## src/rtl/candidate_checker_div_step.sv

```systemverilog
// One restoring-division step: shift the next dividend bit into the partial
// remainder, then subtract the divisor when it fits.
module restoring_div_step #(
  parameter int HALF = 32
) (
  input  logic [HALF:0]   rem_in,
  input  logic            bit_in,
  input  logic [HALF-1:0] divisor,
  output logic [HALF:0]   rem_out,
  output logic            q_bit
);

  logic [HALF+1:0] shifted;
  logic [HALF+1:0] divisor_ext;

  assign shifted     = {rem_in, bit_in};
  assign divisor_ext = {2'b00, divisor};

  // The incoming remainder is always below the divisor, so the shifted value
  // fits in HALF+1 bits and the truncations below never lose information.
  always_comb begin
    rem_out = shifted[HALF:0];
    q_bit   = 1'b0;
    if (shifted >= divisor_ext) begin
      rem_out = (HALF+1)'(shifted - divisor_ext);
      q_bit   = 1'b1;
    end
  end

endmodule

```

## config.mk

```make
export PLATFORM = sky130hd
export DESIGN_NAME = restoring_div_step
export DESIGN_NICKNAME = d
export VERILOG_FILES = /design/src/rtl/candidate_checker_div_step.sv
export SDC_FILE = /design/constraint.sdc
export NUM_CORES = 1
export LEC_CHECK = 0
export BUFFER_PORTS_ARGS = -buffer_cell sky130_fd_sc_hd__clkbuf_2
export CAP_MARGIN = 20
export CORE_MARGIN = 2
export CORE_UTILIZATION = 46
export DETAILED_ROUTE_END_ITERATION = 8
export PLACE_DENSITY = 0.82
export SYNTH_ARGS = -nofsm -noshare
export SYNTH_HDL_FRONTEND = slang
export SYNTH_SLANG_ARGS = --single-unit
```

## constraint.sdc

```tcl
create_clock -name vclk -period 2.5
set_clock_uncertainty 0.05 [all_clocks]
set_input_delay 0 -clock vclk [all_inputs]
set_output_delay 0 -clock vclk [all_outputs]
set_load 0.01 [all_outputs]
```

# After elaboration in Yosys (flattened, before gate mapping)
# Index checks and enable logic that the tools add are counted.
# Widths: inputs -> output; s select.
classes:
  n_addsub: 1
  mul: 0
  div: 0
  order_cmp: 1
  n_eq_ne: 0
  shift: 0
  mux: 2
  bitwise_logic: 0
  n_reduce_logical: 0
ops:
  columns: ["cell", "n"]
  rows:
  - ["$ge 34x32->1", 1]
  - ["$mux 33", 1]
  - ["$sub 33x32->33", 1]
  - ["$mux 1", 1]
word_totals:
  register_bits: 0
  latch_bits: 0
  ramBits: 0
  mem_bits_ro: 0
  inputBits: 66
  output_inout_bits: 34
  elab_cells: 4
  mem_count: 0

# Depth between registers and ports, before layout
# Gate-level depths: netlist of run 1.
depth:
  ltp_word: 2
  ltp_mapped: 14
  depth_no_buf: 13

# Least setup slack after synthesis of run 1
# No wires, ideal clock.
synth_path:
  kind: "in2out"
  from: "in bit_in"
  to: "out rem_out[32]"
  arrival_time_ps: 2369
  required_ps: 2450
  path_slack_ps: 81
  stages: 12
  path_buffers: 0
  path_cell_list: "inv_1 -> ha_1 -> inv_1 -> fa_1 -> a211oi_2 -> o211a_1 -> nor2_1 -> a21o_1 -> a311o_1 -> a311oi_2 -> o21ai_1 -> mux2_1"
synth_via:
  elab_chain_len: 2
  elab_cells_between_ends: 3
  classes_between: "1 x add/sub; 1 x order compare; 1 x mux"
synth_rtl:
  columns: ["element", "line", "source"]
  rows:
  - ["start: declaration", "7", "input logic bit_in,"]
  - ["$sub 33x32->33 or $ge 34x32->1 (tied branches)", "25, 24", null]
  - ["$mux 33 *", "24", "if (shifted >= divisor_ext) begin"]
  - ["end: declaration", "9", "output logic [HALF:0] rem_out,"]
# Every way passes the cells marked *; elsewhere a longest branch is shown, timed or not.

# Worst setup path after layout of run 1
layout_path:
  from: "in bit_in"
  to: "out rem_out[22]"
# Same word-level chain as after synthesis.

==> metrics, run 1 <==
status finished with violations; failing checks negative setup slack; core area 0.00466 mm^2; Post-Syn Instances 346; worst slew pin tran 0.533 ns; clock buffers 0; count of pins over their slew limit 0; Post-DRT Antenna Nets 0; worst vdd ir 0.167 mV; Worst Setup Start Kind input pin; chip height 73.0 um; initial DRC count 90; via count 2877; Synth area leaders ha_1, a21oi_1, inv_1; beginning of the worst hold path rem_in[12]; first-pass GRT wire length 10100 um; dpl hpwl 5230 um; setup_tns -0.130 ns; Critical Path End rem_out[22]; WL/cell 12.7 um; unrepaired setup endpoints after global routing yes; share of cells above drive strength 1 37.7%; final routed DRC violation total 0; YS warnings 0; sequential cell count 0; Power Total 1040 uW; Final Hold Vio Count 0; CP endpoint kind output pin; grt ovf 0; Synth Cell Area 0.00219 mm^2; Area after DPL 0.00294 mm^2; Setup WS pre-CTS -0.209 ns; antenna violations before repair 0; sequential-to-total area share from yosys stat 0%; starting density of the core 47.0%; Diodes inserted 0; Final Cycle Share 102%; WS Path Type input pin to output pin; utilization after layout 68.7%; First-pass DRT Iterations 4; post-synth top area share 18.3%; leading area contributor after synthesis ha_1; row count 25; Post-Syn Nets 445; IO Pins 100; Final min period 2.56 ns; GRT Overall Usage 22.2%; final wirelength 6660 um; port buffer count 100; vias in the first global route 2456; power density cells 324 mW/mm^2; Final WS setup -0.0617 ns; largest net degree at the start of global routing 21; fin area 0.00320 mm^2; Setup violations, final 3; Nets 573; syn avg cell area 6.33 um^2; crit path launch bit_in; min-delay worst type input pin to output pin; Hold Buf Count CTS 0; Filler Cells Inserted 414; critical path fanouts, max 2; Total Die Area 0.00533 mm^2; RePlAce Congestion 0.884; area added between synthesis and finish 46.1%; CP required 2.45 ns; crit path DAT 2.51 ns; Netlist cell types 52; Pleak 0.00170 uW; Multi-input gate area 0.00212 mm^2; Worst slew margin 64.0%; f_max 390 MHz; max-cap viol count 0; die width 73.0 um; sequential cell area 0 um^2; DR vias/cell 5.47
-- synthesized netlist by cell type (2+ instances only) --
library cell / count
a211oi_1: 2
nand2b_1: 5
nand3_1: 8
a21oi_2: 2
o211ai_2: 2
nand4_1: 5
o21a_1: 2
nor2_1: 37
o211a_1: 3
nor2b_1: 3
nand2_1: 36
a31oi_4: 2
inv_1: 42
o21bai_1: 5
nor3_1: 5
a31oi_1: 4
a21o_1: 9
a21oi_1: 49
clkbuf_1: 6
and2_1: 5
xnor2_1: 18
ha_1: 32
a211o_1: 2
o2111ai_1: 2
o211ai_1: 4
or3_1: 2
o21ai_1: 7
xor2_1: 9
o21ai_0: 11
buf_2: 5
-- power by group --
part / total, uW / internal, uW / leakage (uW) / switching [uW]
Sequential: 0 / 0 / 0 / 0
Combinational: 1040 / 498 / 0.00170 / 538
Clock: 0 / 0 / 0 / 0
Total: 1040 / 498 / 0.00170 / 538
-- logic make-up (layout without fill, tap and decap cells) --
kind of cell / count (synthesis) / in the layout / synth area share, %
compound gates: 117 / 117 / 35.9
simple gates: 113 / 113 / 23.5
buf+inv: 54 / 180 / 9.54
fa+ha+maj: 33 / 33 / 19.2
xor+xnor: 27 / 27 / 10.8
mux: 2 / 2 / 1.03
-- worst min path at each step --
stage | to | slack (ns) | cells after the start
2_1_floorplan | rem_out[13] | 0.06 | 2
3_3_place_gp | rem_out[13] | 0.24 | 4
3_5_place_dp | rem_out[13] | 0.24 | 4
4_1_cts | rem_out[13] | 0.25 | 4
5_1_grt | rem_out[22] | 0.29 | 3
6_report | rem_out[13] | 0.25 | 4
-- stage by stage --
stage / hold slack, ns / cells
6_report: 0.255 / 526
3_3_place_gp: 0.244 / 516
3_5_place_dp: 0.245 / 516
4_1_cts: 0.249 / 519
2_1_floorplan: 0.0608 / 346
5_1_grt: 0.288 / 526
-- area by class of cell --
cell class                      instances  area share, %
Inverter                               43           5.12
Multi-Input combinational cell        292           66.2
Tap cell                               54           2.11
Timing Repair Buffer                  137           26.6
-- worst max-delay path, stage by stage --
cell,delay [ns]
buf_8,0.10
inv_4,0.04
ha_4,0.13
inv_2,0.03
fa_2,0.34
a211oi_2,0.22
o211a_1,0.19
nor2_2,0.05
a21o_1,0.16
a311o_1,0.35
buf_4,0.15
a21o_1,0.16
a21oi_2,0.12
xnor2_1,0.07
mux2_4,0.26
buf_6,0.12
-- placed cells by master, fill, tap and decap left out, types with 3 or more instances in the layout --
| cell | netlist | final |
|---|---|---|
| inv_1 | 42 | 40 |
| and2_1 | 5 | 4 |
| a21o_1 | 9 | 9 |
| o211a_1 | 3 | 3 |
| buf_6 | 0 | 3 |
| nand4_1 | 5 | 5 |
| buf_4 | 0 | 31 |
| nor2_1 | 37 | 29 |
| ha_1 | 32 | 26 |
| o21bai_1 | 5 | 5 |
| xnor2_1 | 18 | 18 |
| nor3_1 | 5 | 5 |
| nand3_1 | 8 | 8 |
| o21ai_0 | 11 | 11 |
| clkbuf_2 | 0 | 90 |
| o21ai_1 | 7 | 7 |
| a21oi_1 | 49 | 42 |
| nand2_1 | 36 | 35 |
| nand2b_1 | 5 | 5 |
| buf_2 | 5 | 8 |
| a31oi_1 | 4 | 4 |
| nor2_2 | 0 | 8 |
| ha_4 | 0 | 4 |
| o211ai_1 | 4 | 4 |
| nor2b_1 | 3 | 3 |
| xor2_1 | 9 | 9 |
| a31oi_4 | 2 | 3 |
| a21oi_2 | 2 | 9 |
-- metal layers --
layer	global-route usage (%)	share of wire, %	up-vias
li1	-	-	1471
met1	31.8	46	1289
met2	38.3	48	109
met3	0.138	4.4	8
met4	2.67	1.1	0
met5	0	0	-
-- what timing repair did --
action	CTS	global route
pin swaps	7	10
cloned	0	1
buffers inserted	3	6
resized for setup	10	39
endpoints found under the setup margin	3	27
No activity file was read; power rests on OpenSTA's default activity.
==> run 2, diff against run 1 <==
==> constraint.sdc (replaced) <==
create_clock -name vclk -period 2.05
set_clock_uncertainty 0.05 [all_clocks]
set_input_delay 0 -clock vclk [all_inputs]
set_output_delay 0 -clock vclk [all_outputs]
set_load 0.01 [all_outputs]
==> metrics, run 2 (same netlist as run 1, synthesis figures left out) <==
utilization after layout 84.8% (was 68.7%); starting density of the core 47.0% (unchanged); CP endpoint kind output pin (unchanged); largest net degree at the start of global routing 9 (was 21); core area 0.00466 mm^2 (unchanged); worst slew pin tran 0.426 ns (was 0.533 ns); Final Hold Vio Count 0 (unchanged); critical path fanouts, max 3 (was 2); WL/cell 16.4 um (was 12.7 um); worst vdd ir 0.244 mV (was 0.167 mV); slowest stage delay, CP 0.38 ns (was 0.35 ns); sequential cell area 0 um^2 (unchanged); share of cells above drive strength 1 50.2% (was 37.7%); Post-DRT Antenna Nets 0 (unchanged); port buffer count 100 (unchanged); via count 3445 (was 2877); failing checks negative setup slack (unchanged); count of pins over their slew limit 0 (unchanged); Setup WS pre-CTS -0.610 ns (was -0.209 ns); First-pass DRT Iterations 5 (was 4); Hold Buf Count CTS 0 (unchanged); chip height 73.0 um (unchanged); Slowest-stage cell, CP a311oi_4 (was a311o_1); f_max 365 MHz; RePlAce Congestion 0.936 (was 0.884); Worst slew margin 70.9% (was 64.0%); power density cells 411 mW/mm^2 (was 324 mW/mm^2); DR vias/cell 5.92 (was 5.47); post-route insts no fill 582 (was 526); dpl hpwl 6070 um (was 5230 um); CP required 2.00 ns (was 2.45 ns); status finished with violations (unchanged); Total Die Area 0.00533 mm^2 (unchanged); max-cap viol count 0 (unchanged); Pleak 0.00204 uW (was 0.00170 uW); clock buffers 0 (unchanged); CP Buf/Inv Count 4 (was 5); area added between synthesis and finish 80.5% (was 46.1%); most frequent cells in the layout clkbuf_2, buf_4, inv_1, nand2_1 (was clkbuf_2, a21oi_1, inv_1, nand2_1, buf_4); sequential cell count 0 (unchanged); Nets 629 (was 573); grt ovf 0 (unchanged); vias in the first global route 3370 (was 2456); cell family with most CP delay compound AO/OA/AOI/OAI gates (unchanged); die width 73.0 um (unchanged); WS Path Type input pin to output pin (unchanged); first-pass GRT wire length 14600 um (was 10100 um); Final WS setup -0.686 ns (was -0.0617 ns); critical path, cell by cell clkbuf_16 -> inv_12 -> ha_4 -> inv_2 -> fa_2 -> a211oi_2 -> o211a_1 -> nor2_2 -> a21o_1 -> a311o_1 -> a311oi_4 -> o21ai_1 -> mux2_2 -> clkbuf_2 (was buf_8 -> inv_4 -> ha_4 -> inv_2 -> fa_2 -> a211oi_2 -> o211a_1 -> nor2_2 -> a21o_1 -> a311o_1 -> buf_4 -> a21o_1 -> a21oi_2 -> xnor2_1 -> mux2_4 -> buf_6); Final Cycle Share 133%; final wirelength 9560 um (was 6660 um); Inst Count DP 562 (was 516); IO Pins 100 (unchanged); unrepaired setup endpoints after global routing yes (unchanged); min-delay worst type input pin to output pin (unchanged); Setup violations, final 34 (was 3); Worst Setup Start Kind input pin (unchanged); GRT Overall Usage 33.5% (was 22.2%); Final min period 2.74 ns; crit path DAT 2.69 ns (was 2.51 ns); most common cell after layout, fill and taps aside clkbuf_2 (unchanged); Diodes inserted 0 (unchanged); row count 25 (unchanged); initial DRC count 239 (was 90); antenna violations before repair 0 (unchanged); final routed DRC violation total 0 (unchanged)
run 2: cell count changes in the layout (fill, tap and decap cells not counted), moves of 4 or more:
cell	before	now
buf_4	31	75
nor2_4	0	18
a21oi_1	42	29
a21oi_2	9	22
buf_2	8	21
nor2_1	29	16
clkbuf_2	90	78
buf_6	3	9
nor2_2	8	3
buf_16	0	4
nand2_1	35	31
run 2: repair_timing:
action                     in CTS  in global routing
resized for setup              73                 40
cloned                          7                  0
pin swaps                      22                  5
setup endpoints to repair      34                 34
setup buffers                   9                  4
run 2: final cells by class:
type,instances,area [um^2]
multi-input cells,293,2330
well taps,54,67.6
repair buffers,192,1380
inverters,43,176
fillers,253,707
run 2: worst paths after layout:
check / startpoint / end / slack (ns) / depth (start not counted)
hold / removal: rem_in[12] / rem_out[13] / 0.26 / 4
setup / recovery: bit_in / rem_out[32] / -0.69 / 14
run 2: report_power, final:
group,internal (uW),switching [uW],total (uW)
combinational,797,828,1630
clock,0,0,0
sequential,0,0,0
run 2: routing by layer:
layer | share of wire [%] | vias up | GRT usage, % | wire, um
li1 | - | 1595 | - | -
met1 | 38 | 1600 | 36.4 | 3650
met2 | 51 | 201 | 63.1 | 4880
met3 | 6.2 | 49 | 4.28 | 595
met4 | 4.5 | 0 | 15.6 | 429
met5 | 0 | - | 0 | 0
run 2: through the flow:
stage               setup TNS [ns]  hold slack, ns  power, uW  area [um^2]
floorplan                   -0.338          0.0608        759         2280
global placement            -10.85           0.244       1260         3350
detailed placement          -13.11           0.250       1290         3350
CTS                         -14.53           0.258       1520         3850
global route                -20.03           0.277       1720         3950
finish                      -18.00           0.257       1630         3950
